===== config.mk =====
export PLATFORM = sky130hd
export DESIGN_NAME = cache_cmd_sequencer_flat
export DESIGN_NICKNAME = d
export VERILOG_FILES = /design/src/rtl/mesi_pkg.sv /design/src/rtl/cache_cmd_sequencer_if.sv /design/src/rtl/cache_cmd_sequencer_fifo.sv /design/src/rtl/cache_cmd_sequencer.sv /design/src/flat_wrapper.sv
export SDC_FILE = /design/constraint.sdc
export NUM_CORES = 1
export LEC_CHECK = 0
export ABC_AREA = 1
export CAP_MARGIN = 20
export CORE_MARGIN = 2
export CORE_UTILIZATION = 45
export CTS_BUF_LIST = sky130_fd_sc_hd__clkbuf_16
export DETAILED_ROUTE_END_ITERATION = 8
export PLACE_DENSITY = 0.66
export REMOVE_ABC_BUFFERS = 1
export SYNTH_ARGS = -nofsm -noshare
export SYNTH_HDL_FRONTEND = slang
export SYNTH_SLANG_ARGS = --single-unit

===== constraint.sdc =====
create_clock -name clk -period 4.4 [get_ports clk]
set_input_delay 1.1 -clock clk [delete_from_list [all_inputs] [get_ports clk]]
set_output_delay 1.1 -clock clk [all_outputs]
set_load 0.02 [all_outputs]

===== src/rtl/mesi_pkg.sv =====
// mesi_pkg: shared definitions for the cache command sequencer.
// Holds trace op codes, the MESI event codes emitted towards the per-line
// state machine, read/write flag encodings and the sequencer FSM states.
package mesi_pkg;

    // Trace op codes (cmd_op)
    localparam logic [3:0] OP_READ     = 4'd0;
    localparam logic [3:0] OP_WRITE    = 4'd1;
    localparam logic [3:0] OP_IFETCH   = 4'd2;
    localparam logic [3:0] OP_INVAL    = 4'd3;
    localparam logic [3:0] OP_SNOOP_RD = 4'd4;
    localparam logic [3:0] OP_CLEAR    = 4'd8;
    localparam logic [3:0] OP_PRINT    = 4'd9;

    // MESI event codes (ev_code)
    localparam logic [2:0] EV_CPU_READ    = 3'b000;
    localparam logic [2:0] EV_CPU_WRITE   = 3'b010;
    localparam logic [2:0] EV_SNOOP_READ  = 3'b101;
    localparam logic [2:0] EV_SNOOP_INVAL = 3'b110;
    localparam logic [2:0] EV_CLEAR       = 3'b111;

    // Read/write flag (ev_rw)
    localparam logic [1:0] RW_READ  = 2'd0;
    localparam logic [1:0] RW_WRITE = 2'd1;

    typedef enum logic [1:0] {
        IDLE,
        LOOKUP,
        EMIT,
        CLEAR
    } state_t;

endpackage


===== src/rtl/cache_cmd_sequencer_if.sv =====
// cache_cmd_sequencer_if: bundles the command input, event output, status
// and statistics signals of the sequencer.
// Handshakes: a transfer happens on a rising clock edge where both valid and
// ready are high; the sender holds valid and its payload stable until then,
// and the receiver may raise or drop ready freely.
//   slave  : sequencer side (consumes commands, produces events/status)
//   master : trace source / MESI stage side
interface cache_cmd_sequencer_if #(
    parameter int ADDR_W = 32,
    parameter int SETS   = 16,
    parameter int CNT_W  = 16
);
    import mesi_pkg::*;

    localparam int IDX_W = $clog2(SETS);

    logic              cmd_valid;
    logic              cmd_ready;
    logic [3:0]        cmd_op;
    logic [ADDR_W-1:0] cmd_addr;

    logic              ev_valid;
    logic              ev_ready;
    logic [2:0]        ev_code;
    logic [1:0]        ev_rw;
    logic [IDX_W-1:0]  ev_set;
    logic              ev_hit;

    logic              busy;
    logic              err_op;
    logic [CNT_W-1:0]  hit_cnt;
    logic [CNT_W-1:0]  miss_cnt;
    state_t            dbg_state;

    modport slave (
        input  cmd_valid, cmd_op, cmd_addr, ev_ready,
        output cmd_ready, ev_valid, ev_code, ev_rw, ev_set, ev_hit,
               busy, err_op, hit_cnt, miss_cnt, dbg_state
    );

    modport master (
        output cmd_valid, cmd_op, cmd_addr, ev_ready,
        input  cmd_ready, ev_valid, ev_code, ev_rw, ev_set, ev_hit,
               busy, err_op, hit_cnt, miss_cnt, dbg_state
    );

endinterface


===== src/rtl/cache_cmd_sequencer_fifo.sv =====
// cmd_fifo: synchronous FIFO with full/empty flags.
// Ports: clk, reset (sync, active-high), push_i/din_i write side,
// pop_i/dout_o read side (dout_o shows the head combinationally),
// full_o, empty_o. Push when full and pop when empty are ignored.
module cmd_fifo #(
    parameter int W     = 8,
    parameter int DEPTH = 4
) (
    input  logic         clk,
    input  logic         reset,
    input  logic         push_i,
    input  logic [W-1:0] din_i,
    input  logic         pop_i,
    output logic [W-1:0] dout_o,
    output logic         full_o,
    output logic         empty_o
);
    localparam int PW = $clog2(DEPTH);

    logic [W-1:0]  mem_q [DEPTH];
    logic [PW-1:0] wr_ptr_q, rd_ptr_q;
    logic [PW:0]   count_q;
    logic          do_push, do_pop;

    assign full_o  = (count_q == (PW+1)'(DEPTH));
    assign empty_o = (count_q == '0);
    assign do_push = push_i && !full_o;
    assign do_pop  = pop_i && !empty_o;
    assign dout_o  = mem_q[rd_ptr_q];

    // Pointers wrap naturally because DEPTH is a power of two.
    always_ff @(posedge clk) begin
        if (reset) begin
            wr_ptr_q <= '0;
            rd_ptr_q <= '0;
            count_q  <= '0;
        end else begin
            if (do_push) wr_ptr_q <= wr_ptr_q + PW'(1);
            if (do_pop)  rd_ptr_q <= rd_ptr_q + PW'(1);
            case ({do_push, do_pop})
                2'b10:   count_q <= count_q + (PW+1)'(1);
                2'b01:   count_q <= count_q - (PW+1)'(1);
                default: count_q <= count_q;
            endcase
        end
    end

    always_ff @(posedge clk) begin
        if (do_push) mem_q[wr_ptr_q] <= din_i;
    end

endmodule


===== src/rtl/cache_cmd_sequencer.sv =====
// cache_cmd_sequencer: front end of the MESI cache model. Buffers trace
// commands, looks them up in a direct-mapped tag array and emits one MESI
// event per command; also runs the cache-clear sweep and hit/miss counters.
// Ports: clk, reset (sync, active-high), bus (slave modport) carrying
// cmd_* (command in), ev_* (event out), busy, err_op, hit_cnt, miss_cnt,
// dbg_state (current FSM state).
module cache_cmd_sequencer
    import mesi_pkg::*;
#(
    parameter int ADDR_W     = 32,
    parameter int OFFSET_W   = 6,
    parameter int SETS       = 16,
    parameter int FIFO_DEPTH = 4,
    parameter int CNT_W      = 16
) (
    input  logic                 clk,
    input  logic                 reset,
    cache_cmd_sequencer_if.slave bus
);
    localparam int IDX_W = $clog2(SETS);
    localparam int LA_W  = ADDR_W - OFFSET_W;  // line address width
    localparam int TAG_W = LA_W - IDX_W;
    localparam int FW    = 4 + LA_W;

    state_t            state_q, state_d;
    logic              fifo_pop, fifo_full, fifo_empty;
    logic [FW-1:0]     fifo_dout;
    logic [3:0]        op_q;
    logic [LA_W-1:0]   line_q;
    logic [TAG_W-1:0]  tag_arr_q [SETS];
    logic [SETS-1:0]   valid_q;
    logic [IDX_W-1:0]  clr_cnt_q;
    logic [2:0]        ev_code_q, ev_code_d;
    logic [1:0]        ev_rw_q, ev_rw_d;
    logic [IDX_W-1:0]  ev_set_q;
    logic              ev_hit_q, err_q;
    logic [CNT_W-1:0]  hit_cnt_q, miss_cnt_q;
    logic [TAG_W-1:0]  cur_tag;
    logic [IDX_W-1:0]  cur_idx;
    logic              hit, is_cpu, alloc, inval, has_ev, bad_op, clr_last;
    logic              unused_offset_bits;

    // Only whole lines matter; the byte offset is never stored.
    assign unused_offset_bits = ^bus.cmd_addr[OFFSET_W-1:0];

    cmd_fifo #(.W(FW), .DEPTH(FIFO_DEPTH)) u_fifo (
        .clk     (clk),
        .reset   (reset),
        .push_i  (bus.cmd_valid),
        .din_i   ({bus.cmd_op, bus.cmd_addr[ADDR_W-1:OFFSET_W]}),
        .pop_i   (fifo_pop),
        .dout_o  (fifo_dout),
        .full_o  (fifo_full),
        .empty_o (fifo_empty)
    );

    assign cur_tag  = line_q[LA_W-1:IDX_W];
    assign cur_idx  = line_q[IDX_W-1:0];
    assign hit      = valid_q[cur_idx] && (tag_arr_q[cur_idx] == cur_tag);
    assign clr_last = (clr_cnt_q == IDX_W'(SETS - 1));

    // Op decode for the command held in LOOKUP.
    always_comb begin
        is_cpu    = 1'b0;
        alloc     = 1'b0;
        inval     = 1'b0;
        has_ev    = 1'b1;
        bad_op    = 1'b0;
        ev_code_d = EV_CPU_READ;
        ev_rw_d   = RW_READ;
        case (op_q)
            OP_READ, OP_IFETCH: begin
                is_cpu = 1'b1;
                alloc  = !hit;
            end
            OP_WRITE: begin
                is_cpu    = 1'b1;
                alloc     = !hit;
                ev_code_d = EV_CPU_WRITE;
                ev_rw_d   = RW_WRITE;
            end
            OP_INVAL: begin
                ev_code_d = EV_SNOOP_INVAL;
                inval     = hit;
            end
            OP_SNOOP_RD: ev_code_d = EV_SNOOP_READ;
            OP_CLEAR, OP_PRINT: has_ev = 1'b0;
            default: begin
                has_ev = 1'b0;
                bad_op = 1'b1;
            end
        endcase
    end

    always_comb begin
        state_d  = state_q;
        fifo_pop = 1'b0;
        case (state_q)
            IDLE: begin
                if (!fifo_empty) begin
                    fifo_pop = 1'b1;
                    state_d  = LOOKUP;
                end
            end
            LOOKUP: begin
                if (has_ev)                 state_d = EMIT;
                else if (op_q == OP_CLEAR)  state_d = CLEAR;
                else                        state_d = IDLE;
            end
            EMIT:  if (bus.ev_ready) state_d = IDLE;
            CLEAR: if (clr_last)     state_d = EMIT;
            default: state_d = IDLE;
        endcase
    end

    always_ff @(posedge clk) begin
        if (reset) state_q <= IDLE;
        else       state_q <= state_d;
    end

    always_ff @(posedge clk) begin
        if (reset) begin
            op_q       <= '0;
            line_q     <= '0;
            valid_q    <= '0;
            clr_cnt_q  <= '0;
            ev_code_q  <= '0;
            ev_rw_q    <= '0;
            ev_set_q   <= '0;
            ev_hit_q   <= 1'b0;
            err_q      <= 1'b0;
            hit_cnt_q  <= '0;
            miss_cnt_q <= '0;
        end else begin
            err_q <= (state_q == LOOKUP) && bad_op;
            if (fifo_pop) begin
                op_q   <= fifo_dout[FW-1 -: 4];
                line_q <= fifo_dout[LA_W-1:0];
            end
            if (state_q == LOOKUP) begin
                if (has_ev) begin
                    ev_code_q <= ev_code_d;
                    ev_rw_q   <= ev_rw_d;
                    ev_set_q  <= cur_idx;
                    ev_hit_q  <= hit;
                end
                if (alloc) valid_q[cur_idx] <= 1'b1;
                if (inval) valid_q[cur_idx] <= 1'b0;
                if (is_cpu) begin
                    if (hit && hit_cnt_q != '1)
                        hit_cnt_q <= hit_cnt_q + CNT_W'(1);
                    if (!hit && miss_cnt_q != '1)
                        miss_cnt_q <= miss_cnt_q + CNT_W'(1);
                end
            end
            // Sweep one set per cycle; the counter wraps back to 0 on the
            // last set, ready for the next sweep.
            if (state_q == CLEAR) begin
                valid_q[clr_cnt_q] <= 1'b0;
                clr_cnt_q          <= clr_cnt_q + IDX_W'(1);
                if (clr_last) begin
                    ev_code_q <= EV_CLEAR;
                    ev_rw_q   <= RW_READ;
                    ev_set_q  <= '0;
                    ev_hit_q  <= 1'b0;
                end
            end
        end
    end

    // Tags need no reset: they are qualified by valid_q.
    always_ff @(posedge clk) begin
        if (state_q == LOOKUP && alloc) tag_arr_q[cur_idx] <= cur_tag;
    end

    assign bus.cmd_ready = !fifo_full;
    assign bus.ev_valid  = (state_q == EMIT);
    assign bus.ev_code   = ev_code_q;
    assign bus.ev_rw     = ev_rw_q;
    assign bus.ev_set    = ev_set_q;
    assign bus.ev_hit    = ev_hit_q;
    assign bus.busy      = (state_q == CLEAR);
    assign bus.err_op    = err_q;
    assign bus.hit_cnt   = hit_cnt_q;
    assign bus.miss_cnt  = miss_cnt_q;
    assign bus.dbg_state = state_q;

endmodule


===== src/flat_wrapper.sv =====
// flat-port wrapper written by rule: the top's interface ports become plain ports
module cache_cmd_sequencer_flat import mesi_pkg::*;
#(
    parameter int ADDR_W     = 32,
    parameter int OFFSET_W   = 6,
    parameter int SETS       = 16,
    parameter int FIFO_DEPTH = 4,
    parameter int CNT_W      = 16
)
  (clk, reset, bus_cmd_valid, bus_cmd_op, bus_cmd_addr, bus_ev_ready, bus_cmd_ready, bus_ev_valid, bus_ev_code, bus_ev_rw, bus_ev_set, bus_ev_hit, bus_busy, bus_err_op, bus_hit_cnt, bus_miss_cnt, bus_dbg_state);
  cache_cmd_sequencer_if #(.ADDR_W(ADDR_W), .SETS(SETS), .CNT_W(CNT_W)) bus_i ();
  input  logic clk;
  input  logic reset;
  input wire logic [$bits(bus_i.cmd_valid)-1:0] bus_cmd_valid;
  input wire logic [$bits(bus_i.cmd_op)-1:0] bus_cmd_op;
  input wire logic [$bits(bus_i.cmd_addr)-1:0] bus_cmd_addr;
  input wire logic [$bits(bus_i.ev_ready)-1:0] bus_ev_ready;
  output wire logic [$bits(bus_i.cmd_ready)-1:0] bus_cmd_ready;
  output wire logic [$bits(bus_i.ev_valid)-1:0] bus_ev_valid;
  output wire logic [$bits(bus_i.ev_code)-1:0] bus_ev_code;
  output wire logic [$bits(bus_i.ev_rw)-1:0] bus_ev_rw;
  output wire logic [$bits(bus_i.ev_set)-1:0] bus_ev_set;
  output wire logic [$bits(bus_i.ev_hit)-1:0] bus_ev_hit;
  output wire logic [$bits(bus_i.busy)-1:0] bus_busy;
  output wire logic [$bits(bus_i.err_op)-1:0] bus_err_op;
  output wire logic [$bits(bus_i.hit_cnt)-1:0] bus_hit_cnt;
  output wire logic [$bits(bus_i.miss_cnt)-1:0] bus_miss_cnt;
  output wire logic [$bits(bus_i.dbg_state)-1:0] bus_dbg_state;
  assign bus_i.cmd_valid = bus_cmd_valid;
  assign bus_i.cmd_op = bus_cmd_op;
  assign bus_i.cmd_addr = bus_cmd_addr;
  assign bus_i.ev_ready = bus_ev_ready;
  assign bus_cmd_ready = bus_i.cmd_ready;
  assign bus_ev_valid = bus_i.ev_valid;
  assign bus_ev_code = bus_i.ev_code;
  assign bus_ev_rw = bus_i.ev_rw;
  assign bus_ev_set = bus_i.ev_set;
  assign bus_ev_hit = bus_i.ev_hit;
  assign bus_busy = bus_i.busy;
  assign bus_err_op = bus_i.err_op;
  assign bus_hit_cnt = bus_i.hit_cnt;
  assign bus_miss_cnt = bus_i.miss_cnt;
  assign bus_dbg_state = bus_i.dbg_state;
  cache_cmd_sequencer #(.ADDR_W(ADDR_W), .OFFSET_W(OFFSET_W), .SETS(SETS), .FIFO_DEPTH(FIFO_DEPTH), .CNT_W(CNT_W)) u_core (.clk(clk), .reset(reset), .bus(bus_i));
endmodule

## Word-level counts from Yosys, hierarchy flattened

Memory sizes are Yosys's and may differ from the RTL's. A register that Yosys moved wholly into a read port is not among the register bits.
Cells that the tools add are included.

- Output and inout port bits: 48
- Memory bits (writable): 472
- Memories: 2
- Bits of input ports: 40
- Flip-flop bits (word level): 72
- Logic and storage cells: 121

- $add $sub $neg: 7
- Bitwise gates (word level): 5
- Muxes and demuxes: 49
- $lt $le $gt $ge: 4
- Equal/unequal tests: 19
- Reduce and logical (&&, ||, !) cells: 22

Memory list:

| name | depth | width | read ports | clocked after memory_dff | write ports | RTL line | text |
|---|---|---|---|---|---|---|---|
| u_core.tag_arr_q | 16 | 22 | 1 | 0 | 1 | cache_cmd_sequencer.sv:30 | `logic [TAG_W-1:0] tag_arr_q [SETS];` |
| u_core.u_fifo.mem_q | 4 | 30 | 1 | 1 | 1 | cache_cmd_sequencer_fifo.sv:20 | `logic [W-1:0] mem_q [DEPTH];` |

Operators with widths:

| kind | count |
|---|---|
| $mux 16 | 7 |
| $add 16x1->16 const B | 2 |
| $and 16x16->16 | 2 |
| $ne 16x16->1 const B | 2 |
| $not 16->16 | 2 |
| $eq 22x22->1 | 1 |
| $mux 1 | 19 |
| $mux 2 | 9 |
| $mux 4 | 4 |
| $or 16x16->16 | 1 |
| $eq 4x4->1 const B | 3 |
| $mux 3 | 4 |
| $lt 4x5->1 const B | 2 |
| $logic_and 1x1->1 | 9 |
| $pmux 3 s3 | 1 |
| $reduce_and 3->1 | 3 |
| $demux 1 s4 | 2 |
| $eq 4x2->1 const B | 2 |
| $ge 4x1->1 const B | 2 |
| $pmux 2 s4 | 1 |
| $reduce_or 7->1 | 1 |
| $eq 2x2->1 const B | 3 |
| $pmux 3 s2 | 1 |
| $reduce_or 5->1 | 1 |
| 17 further kinds | 22 |

## Longest topological paths before layout

Gate-level depths: netlist (run 1).

- Word-level depth: 14
- Gate-level depth with buffers: 23
- Depth with buffers taken out: 20

## Modules after synthesis

Synthesis (run 1) repeated with hierarchy kept, for this count alone.

- Cell total of the unflattened synthesis: 2486
- Area, all modules: 24840.1 um^2

Modules (own cells, without submodules):

| module | times used | sequential area each (um^2) | area each (um^2) | cells each |
|---|---|---|---|---|
| cache_cmd_sequencer | 1 | 12552.0 | 19829.0 | 2125 |
| cmd_fifo | 1 | 3783.6 | 5011.1 | 361 |

## Least setup slack after synthesis (run 1)

Ideal clock, no wire load.

- Path kind: register -> register
- Start: register u_core.line_q[1], read port of u_core.u_fifo.mem_q
- End: memory u_core.tag_arr_q[1][0] (netlist bit), enable pin
- Path slack: 0.705 ns
- Library setup time: 0.429 ns
- Data arrival time: 3.266 ns
- Stages on the path, launching flop included: 17
- Cell sequence: dfxtp_1 > buf_4 > inv_4 > nor2_2 > buf_6 > buf_4 > nand2_1 > nand2_1 > o21ai_1 > nand2_1 > o21ai_0 > nand2_1 > nand3_1 > nor2_2 > nand3_4 > nand2_1 > nor3_1

- Cells in the longest elaborated chain, start to end: 8
- Elaborated cells on any way between the ends: 10
- Classes of those cells: eq/ne: 1; mux: 5; reduce/logical: 3; memory: 1

RTL lines:

| what | RTL line | text |
|---|---|---|
| from (decl) | cache_cmd_sequencer.sv:29 | `logic [LA_W-1:0] line_q;` |
| $mem_v2 16x22 or $bmux 1 s4 (tied branches) | -- |  |
| $eq 22x22->1 or $mux 1 (tied branches) | cache_cmd_sequencer.sv:59 | `assign hit = valid_q[cur_idx] && (tag_arr_q[cur_idx] == cur_tag);` |
| $logic_and 1x1->1 | cache_cmd_sequencer.sv:59 |  |
| $logic_not 1->1 | cache_cmd_sequencer.sv:74, cache_cmd_sequencer.sv:78 |  |
| $mux 1 | -- |  |
| $logic_and 1x1->1 | cache_cmd_sequencer.sv:173 | `if (state_q == LOOKUP && alloc) tag_arr_q[cur_idx] <= cur_tag;` |
| $mux 1 | cache_cmd_sequencer.sv:173 |  |
| $mux 1 (not written as such) | cache_cmd_sequencer.sv:173 |  |
| to (decl) | cache_cmd_sequencer.sv:30 |  |

Several ways; a longest one is shown, not always the timed one. The select of a mux whose other input is x is not followed.

## Final worst setup path (run 1)

- Start: register u_core.line_q[0], read port of u_core.u_fifo.mem_q
- End: memory u_core.tag_arr_q[9][15] (netlist bit), enable pin

The elaborated chain is that of the path after synthesis.

==> results of run 1 <==
-- report_power, final --
group	internal (mW)	leakage [nW]	switching, mW
Clock	2.69	0.931	2.05
Sequential	6.79	5.17	0.539
Combinational	1.76	4.87	4.24
Total	11.2	11.0	6.83
-- registers in the layout, indices dropped and copies added, names as in the netlist --
signal and flops:
u_core.op_q 4, u_core.bus.ev_set 4, u_core.bus.ev_rw 2, u_core.bus.ev_hit 1, u_core.valid_q 16, u_core.u_fifo.mem_q 120
u_core.bus.err_op 1, u_core.u_fifo.count_q 3, u_core.bus.hit_cnt 16, u_core.clr_cnt_q 4, u_core.line_q 26, u_core.bus.miss_cnt 16
u_core.tag_arr_q 352, u_core.u_fifo.wr_ptr_q 2, u_core.u_fifo.rd_ptr_q 2, u_core.bus.dbg_state 2, u_core.bus.ev_code 3
-- routing by layer --
metal	vias to the layer above	share of wire, %	global-route usage [%]
met4	0	2.2	6.08
li1	8516	-	-
met3	101	6.6	3.56
met5	-	0	0
met1	8369	43	29.1
met2	565	48	36.9
-- kinds of logic after synthesis --
kind of cell / Yosys count / synth area share (%)
and+or+nand+nor: 1404 / 22.6
buffers and inverters: 240 / 4.26
AOI/OAI and AO/OA: 259 / 5.72
DFF: 574 / 66.4
xor gates and xnor gates: 9 / 0.323
adders and majority gates: 12 / 0.646
-- per-stage QoR --
stage               instance area [µm²]  hold WS (ns)  utilization, %  worst slack (ns)
floorplan                         23900         0.427               -             -2.72
global placement                  26200         0.444            48.8             0.285
detailed placement                26200         0.444            48.8             0.233
CTS                               28100         0.453            52.2             0.190
global route                      28100         0.473            52.3             0.108
finish                            28100         0.452            52.3             0.367
-- how the worst min path moves through the flow --
stage                  startpoint            endpoint  slack, ns  cells after the start
3_5_place_dp    u_core.valid_q[2]   u_core.valid_q[2]       0.44                      2
6_report        u_core.valid_q[2]   u_core.valid_q[2]       0.45                      2
4_1_cts         u_core.valid_q[2]   u_core.valid_q[2]       0.45                      2
5_1_grt         u_core.valid_q[2]   u_core.valid_q[2]       0.47                      2
3_3_place_gp    u_core.valid_q[4]   u_core.valid_q[4]       0.44                      2
2_1_floorplan  u_core.valid_q[12]  u_core.valid_q[12]       0.43                      2
-- Yosys cell counts (11+ instances only) --
library cell,n,share of area [%]
buf_2,38,0.78
nand4_1,32,0.82
nand3_1,65,1.3
nand2_1,1012,16
clkbuf_1,44,0.68
edfxtp_1,472,58
o21ai_0,140,2.9
a31oi_1,34,0.87
dfxtp_1,102,8.4
buf_1,11,0.17
nor2_1,257,4.0
nor3_1,19,0.39
inv_1,126,1.9
a21oi_1,60,1.2
ha_1,11,0.56
-- worst max-delay path, stage by stage (launching register included) --
cell      delay [ns]
dfxtp_4         0.53
buf_4           0.64
nand2_1         0.11
nand2_1         0.10
nand2_1         0.05
nand2_1         0.09
nand2_1         0.05
nand2_1         0.15
o21bai_1        0.15
nand2_1         0.10
nor2_1          0.04
nand2_1         0.07
nor2_2          0.09
nand3_4         0.12
nand2_1         0.25
nor2_2          0.66
buf_4           0.42
-- cell type report --
cell class / instances / area (µm²) / share of cell area [%]
Tap cell: 696 / 871 / 3.10
Clock inverter: 49 / 388 / 1.38
Clock buffer: 58 / 1450 / 5.17
Timing Repair Buffer: 149 / 1420 / 5.05
Sequential cell: 574 / 16200 / 57.8
Multi-Input combinational cell: 1684 / 7210 / 25.7
Antenna cell: 1 / 2.50 / 0.00892
Inverter: 132 / 500 / 1.78
-- repair_timing --
item	in CTS	in global routing
buffers inserted	0	0
endpoints found under the setup margin	0	13
gates resized for setup	0	1
==> summary.txt, run 1 <==
Critical path
  • Worst EP arrival: 4.32 ns
  • Flop-to-flop setup slack: ~0.37 ns
  • CP max FO: 65
  • CP Data Required Time: between 4 and 5 ns
  • Setup crit start kind: flop
  • CP endpoint: u_core.tag_arr_q[9][15]
  • Crit path from: u_core.line_q[0]
  • Setup crit end kind: flop
  • Reg2Reg Depth: 16
  • Reg-to-Reg End: u_core.tag_arr_q[9][15]
  • Setup CP Type: flop to flop
  • RR Startpoint: u_core.line_q[0]

Die
  • Die X: 237 µm
  • Die Ht: 237 µm
  • Core area: 53,700 µm²
  • Initial Util: a little under half
  • I/O Pins: 88
  • FP Rows: 85
  • Die area: 56,100 µm²

Clock network
  • Root buf cell: clkbuf_16
  • CTS tree: yes
  • # H-tree levels: 2
  • Clock-pin slew of the registers on the worst-case setup and hold paths: roughly 0.060 ns
  • CTS max path bufs: 3
  • Clk_lat worst skew: 0.62 ns
  • Clock Sinks: 574
  • CTS Hold Bufs: 0
  • CTS buffer count: 57

STA
  • Tmin final: 4.03 ns
  • Worst-Margin Slew: ~0.87 ns
  • Final setup viols: 0
  • Final Cycle Share: between 90% and 100%
  • Setup_tns: 0 ns
  • Fin. max-slew vios: 0
  • Count of final hold-check violations: 0
  • Layout Skew: 0.0222 ns
  • Relative slew slack: between 40% and 50%
  • Fmax: 248 MHz
  • RSZ-0062 raised after global routing: no

Drt
  • Routed vias: 17,551
  • Remaining DRCs: 0
  • WL/cell: roughly 18 µm
  • Post-Route WL: 61,100 µm
  • ANT nets after route: 0
  • Vias per inst: 5.25
  • Total iterations of the first detailed-routing run: 5
  • Iteration-0 DRC Markers: about 1,600

Yosys
  • Syn_area_per_cell: 9.78 µm²
  • Post-synthesis instance total: 2,498
  • Yosys warnings: 0
  • Sequential-to-total area share from yosys stat: 66.4%
  • Syn Std Cell Area: ~24,000 µm²
  • Primary FF master, synth: edfxtp_1
  • Post-synth EDFFs: 472
  • #FFs+latches synth: about 570
  • Distinct cells, synth: 41
  • Fraction of registers with async set or reset after synthesis: 0%

Pwr
  • Final Power: 18.1 mW
  • Max VDD drop: 0.460 mV
  • Leakage power: 11.0 nW
  • Pwr dens: between 600 and 700 nW/µm²

Run
  • Max_cap viols: 0

GRT
  • First-pass GRT wire length: 94,600 µm
  • GRT Resource Usage Total: 21.8%
  • Vias in the first global route: about 17,000
  • Largest net degree at the start of global routing: 66
  • Antenna violations before repair: 0
  • Total grt overflow: 0

Layout
  • Fraction of layout cells with a size suffix above 1: 7.22%
  • Fill cells: 4,655
  • Most common cell after layout, fill and taps aside: nand2_1
  • Layout area overhead: 14.9%
  • Final cell count without fillers: 3,343
  • Final Net Count: 2,650
  • Commonest cells after routing, fill and taps aside: 1,012 x nand2_1, 472 x edfxtp_1, 241 x nor2_1

Placed design
  • Global placer's final weighted congestion: ~0.86
  • Hpwl dp: 36,400 µm
  • Buffers on Ports: 81
  • Cell count after placement: 3,235

Hold path
  • HP Class: flop to flop

Outcome
  • Status: finished, final reports clean
(Power assumes the default switching activity.)
==> run 2, diff against run 1 <==
- CORE_UTILIZATION: 45 -> 30
- MAX_ROUTING_LAYER: not set -> met4
- PLACE_DENSITY: 0.66 -> 0.49
- clock period: 4.4 -> 4.6 ns (I/O delays scaled with it)
==> run 2 against run 1 <==
Against the previous run: count of clock-buffer cells in the layout grew 4; non-clock buffer count shrank 7; worst hold slack lost 0.0047 ns; critical endpoint is now u_core.tag_arr_q[12][13]; critical path depth grew 2; sequential share of layout area shrank 0.89 points; clock power shrank 3%; sequential cell count is the same; cell count grew 11%; fmax grew 3.3%; largest power group unchanged; sequential power shrank 4.1%; via count shrank 2.1%; die area grew 49%.
==> summary.txt, run 2 (synthesis results as in run 1) <==
STA
  • Count of final hold-check violations: 0
  • Fmax: between 200 and 300 MHz
  • Final setup margin: 0.695 ns
  • Layout Skew: between 0.03 and 0.04 ns
  • Tmin final: 3.91 ns
  • Worst-Margin Slew: 1.09 ns
  • Worst Hold Margin: 0.447 ns
  • Final setup viols: 0
  • Final Cycle Share: ~85%
  • RSZ-0062 raised after global routing: no
  • Fin. max-slew vios: 0
  • Relative slew slack: 26.9%

Clock network
  • Clock Sinks: about 570
  • CTS max path bufs: 3
  • CTS tree: yes
  • Clock-pin slew of the registers on the worst-case setup and hold paths: 0.06 ns
  • CTS buffer count: 61
  • # H-tree levels: 2
  • Clk_lat worst skew: 0.64 ns
  • Root buf cell: clkbuf_16
  • CTS Hold Bufs: 0
  • Post-CTS Setup Bufs: 0
  • Cts repair resizes: 0

Critical path
  • WP depth: 18
  • Crit path max-delay family: simple AND/OR/NAND/NOR gates
  • Worst path max stage delay: roughly 0.43 ns
  • CP Buf/Inv Count: 5
  • Worst EP arrival: 4.21 ns
  • Crit path from: u_core.line_q[0]
  • CP endpoint: u_core.tag_arr_q[12][13]
  • Setup crit start kind: flop
  • Worst path cell trace: inv_4 > buf_4 > nand2_1 > nand2_1 > nand2_1 > nand2_1 > nand2_1 > nand2_1 > o21ai_0 > nand2_1 > nand3_1 > nor2_2 > nand3_4 > nand2_1 > inv_1 > nand2_1 > inv_1 > buf_4
  • CP max FO: 40
  • Slowest CP cell: inv_4
  • Reg-to-Reg End: u_core.tag_arr_q[12][13]
  • Reg2Reg Depth: 18
  • Flop-to-flop setup slack: 0.69 ns
  • Setup crit end kind: flop
  • Top cell by count, worst path: nand2_1
  • CP Data Required Time: 4.90 ns
  • RR Startpoint: u_core.line_q[0]
  • Setup CP Type: flop to flop

Die
  • Die Ht: 289 µm
  • FP Rows: 104
  • Core area: just over 80,000 µm²
  • I/O Pins: 88
  • Initial Util: 30.3%
  • Die area: 83,700 µm²
  • Die X: 289 µm

GRT
  • GRT Resource Usage Total: 16.2%
  • First-pass GRT wire length: 99,800 µm
  • Antenna violations before repair: 0
  • Largest net degree at the start of global routing: 62
  • Total grt overflow: 0
  • Vias in the first global route: 16,413

Layout
  • Biggest register: u_core.tag_arr_q
  • Most common cell after layout, fill and taps aside: nand2_1
  • Final Cell Area: 28,500 µm²
  • Max reg flops: 352
  • Final Net Count: ~2,600
  • Commonest cells after routing, fill and taps aside: 1,012 x nand2_1, 472 x edfxtp_1, 241 x nor2_1
  • Fraction of layout cells with a size suffix above 1: 6.88%
  • Largest registers: u_core.tag_arr_q: 352 flops, u_core.u_fifo.mem_q: 120 flops, u_core.line_q: 26 flops
  • Layout area overhead: 16.7%
  • N_diodes: 0

Placed design
  • Buffers on Ports: 81
  • Global placer's final weighted congestion: 0.840
  • Hpwl dp: 38,500 µm
  • DP Area: 26,600 µm²
  • Setup WS pre-CTS: 0.632 ns

Pwr
  • Seq pwr share: 40.4%
  • Int Pwr: 10.7 mW
  • Switching share of power: between 30% and 40%
  • Clk pwr share: 26.5%
  • Combinational Power Share: between 30% and 40%
  • Pwr dens: 610 nW/µm²
  • Max VDD drop: 0.359 mV
  • Leakage power: 11.0 nW
  • Net Switching: between 6 and 7 mW

Drt
  • Vias per inst: 4.64
  • Iteration-0 DRC Markers: 1,277
  • Remaining DRCs: 0
  • Total iterations of the first detailed-routing run: 5
  • Routed vias: 17,182
  • ANT nets after route: 0
  • WL/cell: 17.8 µm
  • Post-Route WL: about 66,000 µm

Hold path
  • HP Class: flop to flop

Run
  • Max_cap viols: 0

Outcome
  • Status: finished, final reports clean
[run 2: how the worst min path moves through the flow]
| stage | cells past startpoint | endpoint | startpoint | slack [ns] |
|---|---|---|---|---|
| floorplan | 2 | u_core.valid_q[12] | u_core.valid_q[12] | 0.43 |
| global placement | 2 | u_core.bus.ev_rw[1] | u_core.bus.ev_rw[1] | 0.44 |
| detailed placement | 2 | u_core.bus.ev_rw[1] | u_core.bus.ev_rw[1] | 0.44 |
| CTS | 2 | u_core.bus.ev_rw[1] | u_core.bus.ev_rw[1] | 0.45 |
| global route | 2 | u_core.valid_q[2] | u_core.valid_q[2] | 0.47 |
| finish | 2 | u_core.bus.ev_rw[1] | u_core.bus.ev_rw[1] | 0.45 |
[run 2: worst register-to-register path, cell delays in order, from the launching register on]
cell	delay, ns
dfxtp_4	0.40
inv_4	0.44
buf_4	0.37
nand2_1	0.08
nand2_1	0.06
nand2_1	0.05
nand2_1	0.08
nand2_1	0.04
nand2_1	0.11
o21ai_0	0.09
nand2_1	0.22
nand3_1	0.12
nor2_2	0.41
nand3_4	0.17
nand2_1	0.27
inv_1	0.20
nand2_1	0.13
inv_1	0.04
buf_4	0.30
[run 2: per-layer routing]
| metal | share of wire (%) | up-vias | wire, µm | track usage, % |
|---|---|---|---|---|
| met5 | 0 | - | 0 | - |
| met4 | 3.0 | 0 | 1980 | 4.97 |
| met3 | 4.4 | 122 | 2890 | 2.36 |
| met2 | 48 | 350 | 31500 | 26.4 |
| met1 | 45 | 8196 | 29700 | 20.9 |
| li1 | - | 8514 | - | - |
[run 2: cell type report]
class	count	area, µm²
clock buffers	62	1550
clock inverters	53	309
fillers	8038	52000
inverters	132	500
multi-input cells	1684	7240
flip-flops and latches	574	16200
well taps	1060	1330
repair buffers	142	1350
[run 2: metrics by stage]
step           TNS (ns)  utilization (%)  total power, mW  instances
2_1_floorplan   -722.46                -             10.5       2390
3_3_place_gp          0             33.0             12.9       3591
3_5_place_dp          0             33.1             13.0       3592
4_1_cts               0             35.4             17.6       3707
5_1_grt               0             35.4             18.6       3707
6_report              0             35.4             17.4       3707
[run 2: power groups by stage]
stage | Combinational, mW | Sequential (mW) | Clock (mW)
floorplan | 3.32 | 7.22 | 0
global placement | 5.78 | 7.11 | 0
detailed placement | 5.82 | 7.13 | 0
CTS | 5.84 | 7.02 | 4.72
global route | 6.57 | 7.09 | 4.90
finish | 5.76 | 7.03 | 4.61
